$ cat src/rtl/aether_mem_pkg.sv
// Shared command encodings and client state type for the Aether memory-port client.
package aether_mem_pkg;

  localparam logic [1:0] MEM_IDLE  = 2'b00;
  localparam logic [1:0] MEM_WRITE = 2'b01;
  localparam logic [1:0] MEM_READ  = 2'b10;

  typedef enum logic [2:0] {
    ST_IDLE,
    ST_FILL,
    ST_LAUNCH,
    ST_RUN,
    ST_DONE
  } client_state_e;

endpackage

$ cat src/rtl/aether_engine_mem_client_sync_fifo.sv
// Single-clock first-word-fall-through FIFO with occupancy count and synchronous flush.
module sync_fifo #(
  parameter int Width = 16,
  parameter int Depth = 64
) (
  input  logic                     clk_i,
  input  logic                     flush_ni,
  input  logic                     push_i,
  input  logic [Width-1:0]         wdata_i,
  input  logic                     pop_i,
  output logic [Width-1:0]         rdata_o,
  output logic [$clog2(Depth):0]   count_o,
  output logic                     full_o,
  output logic                     empty_o
);

  localparam int PtrW = $clog2(Depth);
  localparam int CntW = $clog2(Depth) + 1;

  logic [Width-1:0] mem [Depth];
  logic [PtrW-1:0]  wptr;
  logic [PtrW-1:0]  rptr;
  logic [CntW-1:0]  count;
  logic             do_push;
  logic             do_pop;

  assign empty_o = (count == '0);
  assign full_o  = (count == CntW'(Depth));
  assign count_o = count;
  assign rdata_o = mem[rptr];

  // A pop in the same cycle frees the slot, so a full FIFO can still accept.
  assign do_pop  = pop_i && !empty_o;
  assign do_push = push_i && (!full_o || do_pop);

  always_ff @(posedge clk_i) begin
    if (!flush_ni) begin
      wptr  <= '0;
      rptr  <= '0;
      count <= '0;
    end else begin
      if (do_push) wptr <= wptr + PtrW'(1);
      if (do_pop)  rptr <= rptr + PtrW'(1);
      count <= count + CntW'(do_push) - CntW'(do_pop);
    end
  end

  always_ff @(posedge clk_i) begin
    if (do_push) mem[wptr] <= wdata_i;
  end

endmodule

$ cat src/rtl/aether_engine_mem_client.sv
// Initiator-side block-transfer controller for the Aether generic memory port.
module aether_engine_mem_client #(
  parameter int FifoDepth = 64,
  parameter int AddrWidth = 32
) (
  input  logic                         clk_i,
  input  logic                         rst_ni,
  input  logic                         req_valid_i,
  output logic                         req_ready_o,
  input  logic                         req_write_i,
  input  logic [AddrWidth-1:0]         req_start_addr_i,
  input  logic [$clog2(FifoDepth):0]   req_length_i,
  input  logic [15:0]                  wr_data_i,
  input  logic                         wr_valid_i,
  output logic                         wr_ready_o,
  output logic [15:0]                  rd_data_o,
  output logic                         rd_valid_o,
  input  logic                         rd_ready_i,
  output logic                         done_o,
  output logic                         err_o,
  output logic [1:0]                   mem_command_o,
  output logic [AddrWidth-1:0]         mem_start_addr_o,
  output logic [AddrWidth-1:0]         mem_end_addr_o,
  output logic [15:0]                  mem_data_write_o,
  input  logic [15:0]                  mem_data_read_i,
  input  logic                         mem_read_valid_i,
  input  logic                         mem_write_ready_i,
  input  logic                         mem_task_finished_i,
  input  logic                         mem_running_i
);

  import aether_mem_pkg::*;

  localparam int              LenW     = $clog2(FifoDepth) + 1;
  localparam logic [LenW-1:0] DepthLen = LenW'(FifoDepth);

  client_state_e        state;
  logic                 is_write;
  logic                 armed;
  logic                 err_q;
  logic                 done_q;
  logic                 req_ready_q;
  logic [1:0]           command_q;
  logic [AddrWidth-1:0] start_q;
  logic [AddrWidth-1:0] end_q;
  logic [LenW-1:0]      len_q;
  logic [LenW-1:0]      pop_cnt;

  logic [15:0]          wf_rdata;
  logic [LenW-1:0]      wf_count;
  logic                 wf_full;
  logic                 wf_empty;
  logic                 wf_push;
  logic                 wf_pop;

  logic [LenW-1:0]      rf_count;
  logic [LenW-1:0]      rf_free;
  logic                 rf_full;
  logic                 rf_empty;
  logic                 rf_pop;

  logic                 accept;
  logic                 len_bad;
  logic                 write_active;
  logic                 wr_strobe_err;
  logic                 rd_overflow;
  logic                 fill_ok;

  sync_fifo #(.Width(16), .Depth(FifoDepth)) u_wr_fifo (
    .clk_i   (clk_i),
    .flush_ni(rst_ni),
    .push_i  (wf_push),
    .wdata_i (wr_data_i),
    .pop_i   (wf_pop),
    .rdata_o (wf_rdata),
    .count_o (wf_count),
    .full_o  (wf_full),
    .empty_o (wf_empty)
  );

  sync_fifo #(.Width(16), .Depth(FifoDepth)) u_rd_fifo (
    .clk_i   (clk_i),
    .flush_ni(rst_ni),
    .push_i  (mem_read_valid_i),
    .wdata_i (mem_data_read_i),
    .pop_i   (rf_pop),
    .rdata_o (rd_data_o),
    .count_o (rf_count),
    .full_o  (rf_full),
    .empty_o (rf_empty)
  );

  assign wf_push   = wr_valid_i && !wf_full;
  assign rf_pop    = rd_ready_i && !rf_empty;
  assign rf_free   = DepthLen - rf_count;

  assign accept    = req_valid_i && req_ready_q;
  assign len_bad   = (req_length_i == '0) || (req_length_i > DepthLen);
  assign fill_ok   = is_write ? (wf_count >= len_q) : (rf_free >= len_q);

  // The port never stalls, so any strobe that cannot be served is a protocol error.
  assign write_active  = is_write && ((state == ST_LAUNCH) || (state == ST_RUN));
  assign wf_pop        = mem_write_ready_i && write_active && !wf_empty && (pop_cnt < len_q);
  assign wr_strobe_err = mem_write_ready_i && !wf_pop;
  assign rd_overflow   = mem_read_valid_i && rf_full && !rf_pop;

  assign req_ready_o      = req_ready_q;
  assign wr_ready_o       = !wf_full;
  assign rd_valid_o       = !rf_empty;
  assign done_o           = done_q;
  assign err_o            = err_q;
  assign mem_command_o    = command_q;
  assign mem_start_addr_o = start_q;
  assign mem_end_addr_o   = end_q;
  assign mem_data_write_o = wf_empty ? 16'h0000 : wf_rdata;

  always_ff @(posedge clk_i) begin
    if (!rst_ni) begin
      state       <= ST_IDLE;
      is_write    <= 1'b0;
      armed       <= 1'b0;
      err_q       <= 1'b0;
      done_q      <= 1'b0;
      req_ready_q <= 1'b0;
      command_q   <= MEM_IDLE;
      start_q     <= '0;
      end_q       <= '0;
      len_q       <= '0;
      pop_cnt     <= '0;
    end else begin
      if (wf_pop) pop_cnt <= pop_cnt + LenW'(1);
      if (wr_strobe_err || rd_overflow) err_q <= 1'b1;

      case (state)
        ST_IDLE: begin
          req_ready_q <= 1'b1;
          if (accept) begin
            if (len_bad) begin
              err_q <= 1'b1;
            end else begin
              is_write    <= req_write_i;
              start_q     <= req_start_addr_i;
              end_q       <= req_start_addr_i + AddrWidth'(req_length_i) - AddrWidth'(1);
              len_q       <= req_length_i;
              pop_cnt     <= '0;
              req_ready_q <= 1'b0;
              if (req_write_i ? (wf_count >= req_length_i) : (rf_free >= req_length_i)) begin
                state     <= ST_LAUNCH;
                command_q <= req_write_i ? MEM_WRITE : MEM_READ;
              end else begin
                state <= ST_FILL;
              end
            end
          end
        end
        ST_FILL: begin
          if (fill_ok) begin
            state     <= ST_LAUNCH;
            command_q <= is_write ? MEM_WRITE : MEM_READ;
          end
        end
        ST_LAUNCH: begin
          command_q <= MEM_IDLE;
          armed     <= 1'b0;
          state     <= ST_RUN;
        end
        ST_RUN: begin
          // finished is high out of reset, so it only counts once running has been seen.
          if (mem_running_i) armed <= 1'b1;
          if (mem_task_finished_i && armed) begin
            state  <= ST_DONE;
            done_q <= 1'b1;
          end
        end
        ST_DONE: begin
          done_q      <= 1'b0;
          req_ready_q <= 1'b1;
          state       <= ST_IDLE;
        end
        default: begin
          state     <= ST_IDLE;
          command_q <= MEM_IDLE;
        end
      endcase
    end
  end

endmodule
$ cat config.mk
export PLATFORM = sky130hd
export DESIGN_NAME = aether_engine_mem_client
export DESIGN_NICKNAME = d
export VERILOG_FILES = /design/src/rtl/aether_mem_pkg.sv /design/src/rtl/aether_engine_mem_client_sync_fifo.sv /design/src/rtl/aether_engine_mem_client.sv
export SDC_FILE = /design/constraint.sdc
export NUM_CORES = 2
export LEC_CHECK = 0
export CORE_ASPECT_RATIO = 1.75
export CORE_MARGIN = 1.5
export CORE_UTILIZATION = 48
export CTS_CLUSTER_SIZE = 10
export DETAILED_ROUTE_END_ITERATION = 8
export PLACE_DENSITY = 0.71
export SYNTH_ARGS = -nofsm -noshare
export SYNTH_HDL_FRONTEND = slang
export SYNTH_HIERARCHICAL = 1
export SYNTH_SLANG_ARGS = --single-unit
$ cat constraint.sdc
create_clock -name clk_i -period 5.69 [get_ports clk_i]
set_clock_uncertainty 0.1 [all_clocks]
set_input_delay 1.138 -clock clk_i [delete_from_list [all_inputs] [get_ports clk_i]]
set_output_delay 1.138 -clock clk_i [all_outputs]
set_load 0.02 [all_outputs]
# Yosys cells after proc, flatten, opt, wreduce, memory -nomap -nowiden
# Memory sizes are Yosys's and may differ from the RTL's. A register that Yosys moved wholly into a read port is not among the register bits.
# Index checks and enable logic that the tools add are counted.
# Widths: inputs -> output; s select.
dict set report classes {
  muxes 39
  bitwise_logic 2
  n_reduce_logical 39
  order_cmp 6
  n_eq_ne 12
  n_addsub 12
}
# op n
set op_table {}
lappend op_table {{$add 32x7->32} 1}
lappend op_table {{$sub 32x1->32 const B} 1}
lappend op_table {{$ge 7x7->1} 4}
lappend op_table {{$mux 7} 4}
lappend op_table {{$add 6x1->6 const B} 4}
lappend op_table {{$mux 6} 4}
lappend op_table {{$logic_not 7->1} 3}
lappend op_table {{$mux 16} 1}
lappend op_table {{$logic_and 1x1->1} 15}
lappend op_table {{$add 7x1->7} 2}
lappend op_table {{$eq 7x7->1 const B} 2}
lappend op_table {{$mux 1} 14}
lappend op_table {{$mux 2} 7}
lappend op_table {{$sub 7x1->7} 2}
lappend op_table {{$mux 3} 4}
lappend op_table {{$pmux 3 s4} 1}
lappend op_table {{$ne 2x2->1 const B} 5}
lappend op_table {{$add 7x1->7 const B} 1}
lappend op_table {{$gt 7x7->1 const B} 1}
lappend op_table {{$lt 7x7->1} 1}
lappend op_table {{$sub 7x7->7 const A} 1}
lappend op_table {{$eq 3x2->1 const B} 2}
lappend op_table {{$logic_not 1->1} 6}
lappend op_table {{$pmux 1 s2} 3}
lappend op_table {{other kinds (13)} 21}
dict set report word_totals {
  register_bits 126
  ramBits 2048
  input_bits 81
  memories 2
  elab_cells 129
  output_inout_bits 103
}
# name depth word_bits rd rd_ports_with_merged_regs write_ports line
set mem_list {}
lappend mem_list {u_rd_fifo.mem 64 16 1 1 1 aether_engine_mem_client_sync_fifo.sv:20} ;# logic [Width-1:0] mem [Depth];
lappend mem_list {u_wr_fifo.mem 64 16 1 1 1 aether_engine_mem_client_sync_fifo.sv:20}

# Depth between registers and ports, before layout
dict set report depth {
  word_depth 13
  mapped_depth 18
  mapped_depth_nobuf 17
}

# Cells and area by module
# The synthesis kept the hierarchy.
# module cells_each area_per_inst_um2 seq_area_each_um2 instances
set by_module_without_submodules {}
lappend by_module_without_submodules {{sync_fifo (u_rd_fifo)} 2078 40741.6 31250.0 1}
lappend by_module_without_submodules {{sync_fifo (u_wr_fifo)} 1789 40308.7 31250.0 1}
lappend by_module_without_submodules {aether_engine_mem_client 797 6064.6 1761.7 1}

# Least setup slack after synthesis
# Ideal clock, no wire load.
dict set report synth_timing {
  path_kind {input to register}
  start {input port rd_ready_i}
  end {register u_rd_fifo.count[6] (netlist: u_rd_fifo/count_o[6])}
  path_buffers 0
  arrival_time_ps 3732
  path_stages 12
  setup_time_ps 132
  required_ps 5458
  setup_slack_ps 1726
  path_cell_list {nor2b_1 o31ai_1 ha_1 inv_1 ha_1 inv_1 fa_1 nand2b_1 a21oi_1 o21a_1 nor3_1 or3b_2}
}
dict set report synth_between {
  elab_chain_cells 6
}
# element line
set synth_lines {}
lappend synth_lines {{from (decl)} aether_engine_mem_client.sv:18} ;# input logic rd_ready_i,
lappend synth_lines {{$logic_and 1x1->1 *} aether_engine_mem_client.sv:94} ;# assign rf_pop = rd_ready_i && !rf_empty;
lappend synth_lines {{$logic_and 1x1->1 *} aether_engine_mem_client_sync_fifo.sv:33} ;# assign do_pop = pop_i && !empty_o;
lappend synth_lines {{$logic_or 1x1->1} aether_engine_mem_client_sync_fifo.sv:34} ;# assign do_push = push_i && (!full_o || do_pop);
lappend synth_lines {{$logic_and 1x1->1} aether_engine_mem_client_sync_fifo.sv:34}
lappend synth_lines {{$add 7x1->7} aether_engine_mem_client_sync_fifo.sv:44} ;# count <= count + CntW'(do_push) - CntW'(do_pop);
lappend synth_lines {{$sub 7x1->7 *} aether_engine_mem_client_sync_fifo.sv:44}
lappend synth_lines {{to (signal assigned)} aether_engine_mem_client_sync_fifo.sv:44}
lappend synth_lines {{to (decl)} aether_engine_mem_client_sync_fifo.sv:23} ;# logic [CntW-1:0] count;
# Every way passes the cells marked *; elsewhere a longest branch is shown, timed or not.
# A chain may end at the register's enable or synchronous reset.

==> run_results.csv <==
group,metric,value,unit
finish,finish.net_count,5305,
pwr,combPwrFrac,13.2,%
placed_design,dp_hpwl,144,mm
grt,grt_pass1_wl,321,mm
synth,seq_area_frac_synth,73.8,%
clocking,clock_sinks,2186,
min_path,min_from,"mem_start_addr_o[8]$_SDFFE_PN0P_",
timing,maxSlewHeadroom,16.3,%
floorplan,die_area,184000,um^2
worst_setup_path,crit_slowest_cell,"dfxtp_4",
clocking,cts_hold_buf,0,
worst_setup_path,arrival,4.38,ns
pwr,pwr-share-seq,49.3,%
clocking,cts-root-buf,"clkbuf_16",
pwr,swShare,24.3,%
synth,synth_edf_count,2048,
synth,syn_area,87100,um^2
synth,synth_warnings,6,
worst_setup_path,path_buf_inv,2,
route,antenna_left,0,
synth,yosys_register_bits,2186,
route,drc,0,
grt,grt_use_total,23.9,%
clocking,cts_max_path_buffers,4,
clocking,clkTransAtPathRegs,0.06,ns
job,cap_violations,0,
grt,antenna_found_initial,4,
clocking,clkLatencyLatePin,0.90,ns
timing,final_max_slew_viol_count,0,
finish,area_growth_syn_to_layout,14.3,%
route,wl,222,mm
floorplan,ios,184,
synth,async_reset_ff_share,0,%
timing,hold_viol,0,
pwr,vdd_drop_max,0.399,mV
worst_setup_path,cp-end-kind,"output port",
pwr,power.switching,8.91,mW
grt,grt_max_degree,70,
floorplan,start_util,48.4,%
timing,hold_ws,0.351,ns
worst_setup_path,path_max_fanout,39,
worst_setup_path,crit_chain,"buf_4, mux4_2, o21ai_0, nand4_1, or3_1, clkdlybuf4s50_1",
finish,layout_common_cells,"edfxtp_1, mux4_2, mux2i_1",
pwr,p_int,27.7,mW
floorplan,num_rows,206,
timing,period_share,98.8,%
finish,stdcell_count,7600,
min_path,hold_class,"flop to flop",
timing,tightestPinTransition,1.26,ns
grt,grt_overflow_total,0,
synth,synth-main-ff-cell,"edfxtp_1",
placed_design,place_ws,0.797,ns
clocking,cts_tree,"built",
pwr,powerDensity,368,nW/um^2
placed_design,place_inst,7262,
floorplan,core_area,180000,um^2
timing,max_freq,178,MHz
floorplan,dieHeight,567,um
finish,final_core_util,55.2,%
finish,final_common_cell,"edfxtp_1",
timing,setup_viol,0,
route,route.vias.total,45800,
clocking,cts_made_buffers,246,
worst_setup_path,start_kind,"flop",
grt,grt_pass1_vias,47000,
route,viasPerCell,6.02,
worst_setup_path,crit_required,4.45,ns
placed_design,gp_congestion,0.880,
timing,finalSetupTns,0,ns
finish,final_layout_size_suffix_gt1_share,20.0,%
route,wl_per_cell,29.2,um
synth,synth.distinct_cells,84,
synth,synthCells,4664,
timing,fin_crit,5.62,ns
worst_setup_path,r2r-start,"u_rd_fifo/count_o[4]$_SDFF_PN0_",
floorplan,die_x,325,um
timing,worst_slack,0.0705,ns
clocking,htreeDepth,4,
synth,synthesis.nets,4842,
synth,synth.avg_cell_area,18.7,um^2
worst_setup_path,critPathKind,"flop to output port",
pwr,p_leak,31.1,nW
outcome,outcome,"complete, no violations",
route,drtIter0Drc,4666,
placed_design,io_buffers,183,
worst_setup_path,cp_slowest_stage_delay,0.79,ns
pwr,clkPwrFrac,37.5,%
route,drtPass1Iterations,6,
worst_setup_path,cp_top_family,"buffers and inverters",
==> state kept, by name, summed over array words and instances (netlist names), named ones only <==
name,cells
u_rd_fifo/count_o,7
u_rd_fifo/wptr,6
err_o,1
u_wr_fifo/count_o,7
mem_end_addr_o,32
pop_cnt,7
armed,1
u_wr_fifo/rptr,6
len_q,7
state,3
u_rd_fifo/mem,1024
is_write,1
u_wr_fifo/mem,1024
u_rd_fifo/rptr,6
mem_command_o,2
mem_start_addr_o,32
req_ready_o,1
done_o,1
u_wr_fifo/wptr,6
==> Yosys cell counts (all sizes together), types with 4 or more instances <==
| library cell | instances | area, um^2 |
|---|---|---|
| nor2b | 55 | 344 |
| edfxtp | 2048 | 61500 |
| a211o | 5 | 45.0 |
| or2 | 6 | 37.5 |
| o22a | 4 | 35.0 |
| nand3 | 70 | 350 |
| nand4 | 26 | 163 |
| mux4 | 412 | 9280 |
| a21o | 23 | 173 |
| a31oi | 13 | 87.6 |
| o21a | 15 | 113 |
| nor3b | 4 | 30.0 |
| a221o | 8 | 80.1 |
| a22o | 9 | 78.8 |
| o21bai | 8 | 60.1 |
| o221a | 5 | 56.3 |
| clkbuf | 79 | 298 |
| nand2 | 211 | 792 |
| xnor2 | 33 | 289 |
| mux2i | 283 | 2830 |
| a22oi | 87 | 653 |
| o21ai | 95 | 483 |
| a211oi | 38 | 290 |
| inv | 99 | 372 |
| xor2 | 21 | 184 |
| nor2 | 210 | 788 |
| or3 | 19 | 124 |
| or3b | 6 | 52.6 |
| o211ai | 7 | 52.6 |
| and3 | 12 | 75.1 |
| a221oi | 17 | 155 |
| ha | 94 | 1180 |
| mux2 | 15 | 169 |
| buf | 161 | 968 |
| o31ai | 21 | 176 |
| nor3 | 21 | 105 |
| nor4 | 7 | 43.8 |
| a21oi | 144 | 736 |
| nand2b | 17 | 106 |
| o221ai | 41 | 359 |
| nand3b | 10 | 75.1 |
| o22ai | 13 | 81.3 |
| and2 | 19 | 119 |
| dfxtp | 138 | 2760 |
==> power by group through the flow <==
stage | Combinational (mW) | Sequential, mW | Clock (mW)
floorplan | 3.00 | 18.3 | 0
global placement | 4.74 | 18.4 | 0
detailed placement | 4.79 | 18.4 | 0
CTS | 4.86 | 18.1 | 14.0
global route | 5.15 | 18.1 | 14.5
finish | 4.84 | 18.1 | 13.8
==> tightest hold or removal path, cell delays in order, from the launching register on <==
cell	delay, ns
dfxtp_1	0.30
nand2_1	0.05
a21oi_1	0.05
==> per-layer routing <==
layer  up-vias  track usage, %  part of all wire [%]
li1      19600               -                     -
met1     23700            27.5                    35
met2      1889            43.0                    53
met3       487            3.52                   6.3
met4         2            12.7                   5.9
met5         -               0                0.0063
==> worst paths after layout <==
kind / slack [ns] / end / cells past startpoint
max: 0.07 / rd_data_o[6] / 6
min: 0.35 / mem_start_addr_o[8]$_SDFFE_PN0P_ / 2
max reg2reg: 1.21 / u_rd_fifo/count_o[6]$_SDFF_PN0_ / 16
min reg2reg: 0.35 / mem_start_addr_o[8]$_SDFFE_PN0P_ / 2
==> final cells by class <==
type | count | area [um^2]
Inverter | 99 | 372
Tap cell | 2392 | 2990
Timing Repair Buffer | 455 | 3970
Multi-Input combinational cell | 2139 | 21200
Fill cell | 13500 | 80600
Sequential cell | 2186 | 64300
Clock inverter | 8 | 151
Clock buffer | 319 | 6530
Antenna cell | 2 | 5.00
==> cell families after synthesis <==
group                      Yosys count  synth area share (%)
DFF                               2186                  73.8
muxes                              710                  14.1
and+or+nand+nor                    707                  3.83
AOI/OAI and AO/OA                  571                  4.47
buffers and inverters              339                  1.88
adders and majority gates           97                  1.42
xor gates and xnor gates            54                 0.543
==> per-stage QoR <==
stage	power, mW	area (um^2)
floorplan	21.3	87100
global placement	23.1	92800
detailed placement	23.2	92800
CTS	36.9	99500
global route	37.7	99500
finish	36.7	99500
==> timing repair <==
action,in CTS,in global routing
endpoints found under the setup margin,15,1
resized for setup,2,0
setup buffers,2,7
Power figures use the tool's default switching activity.
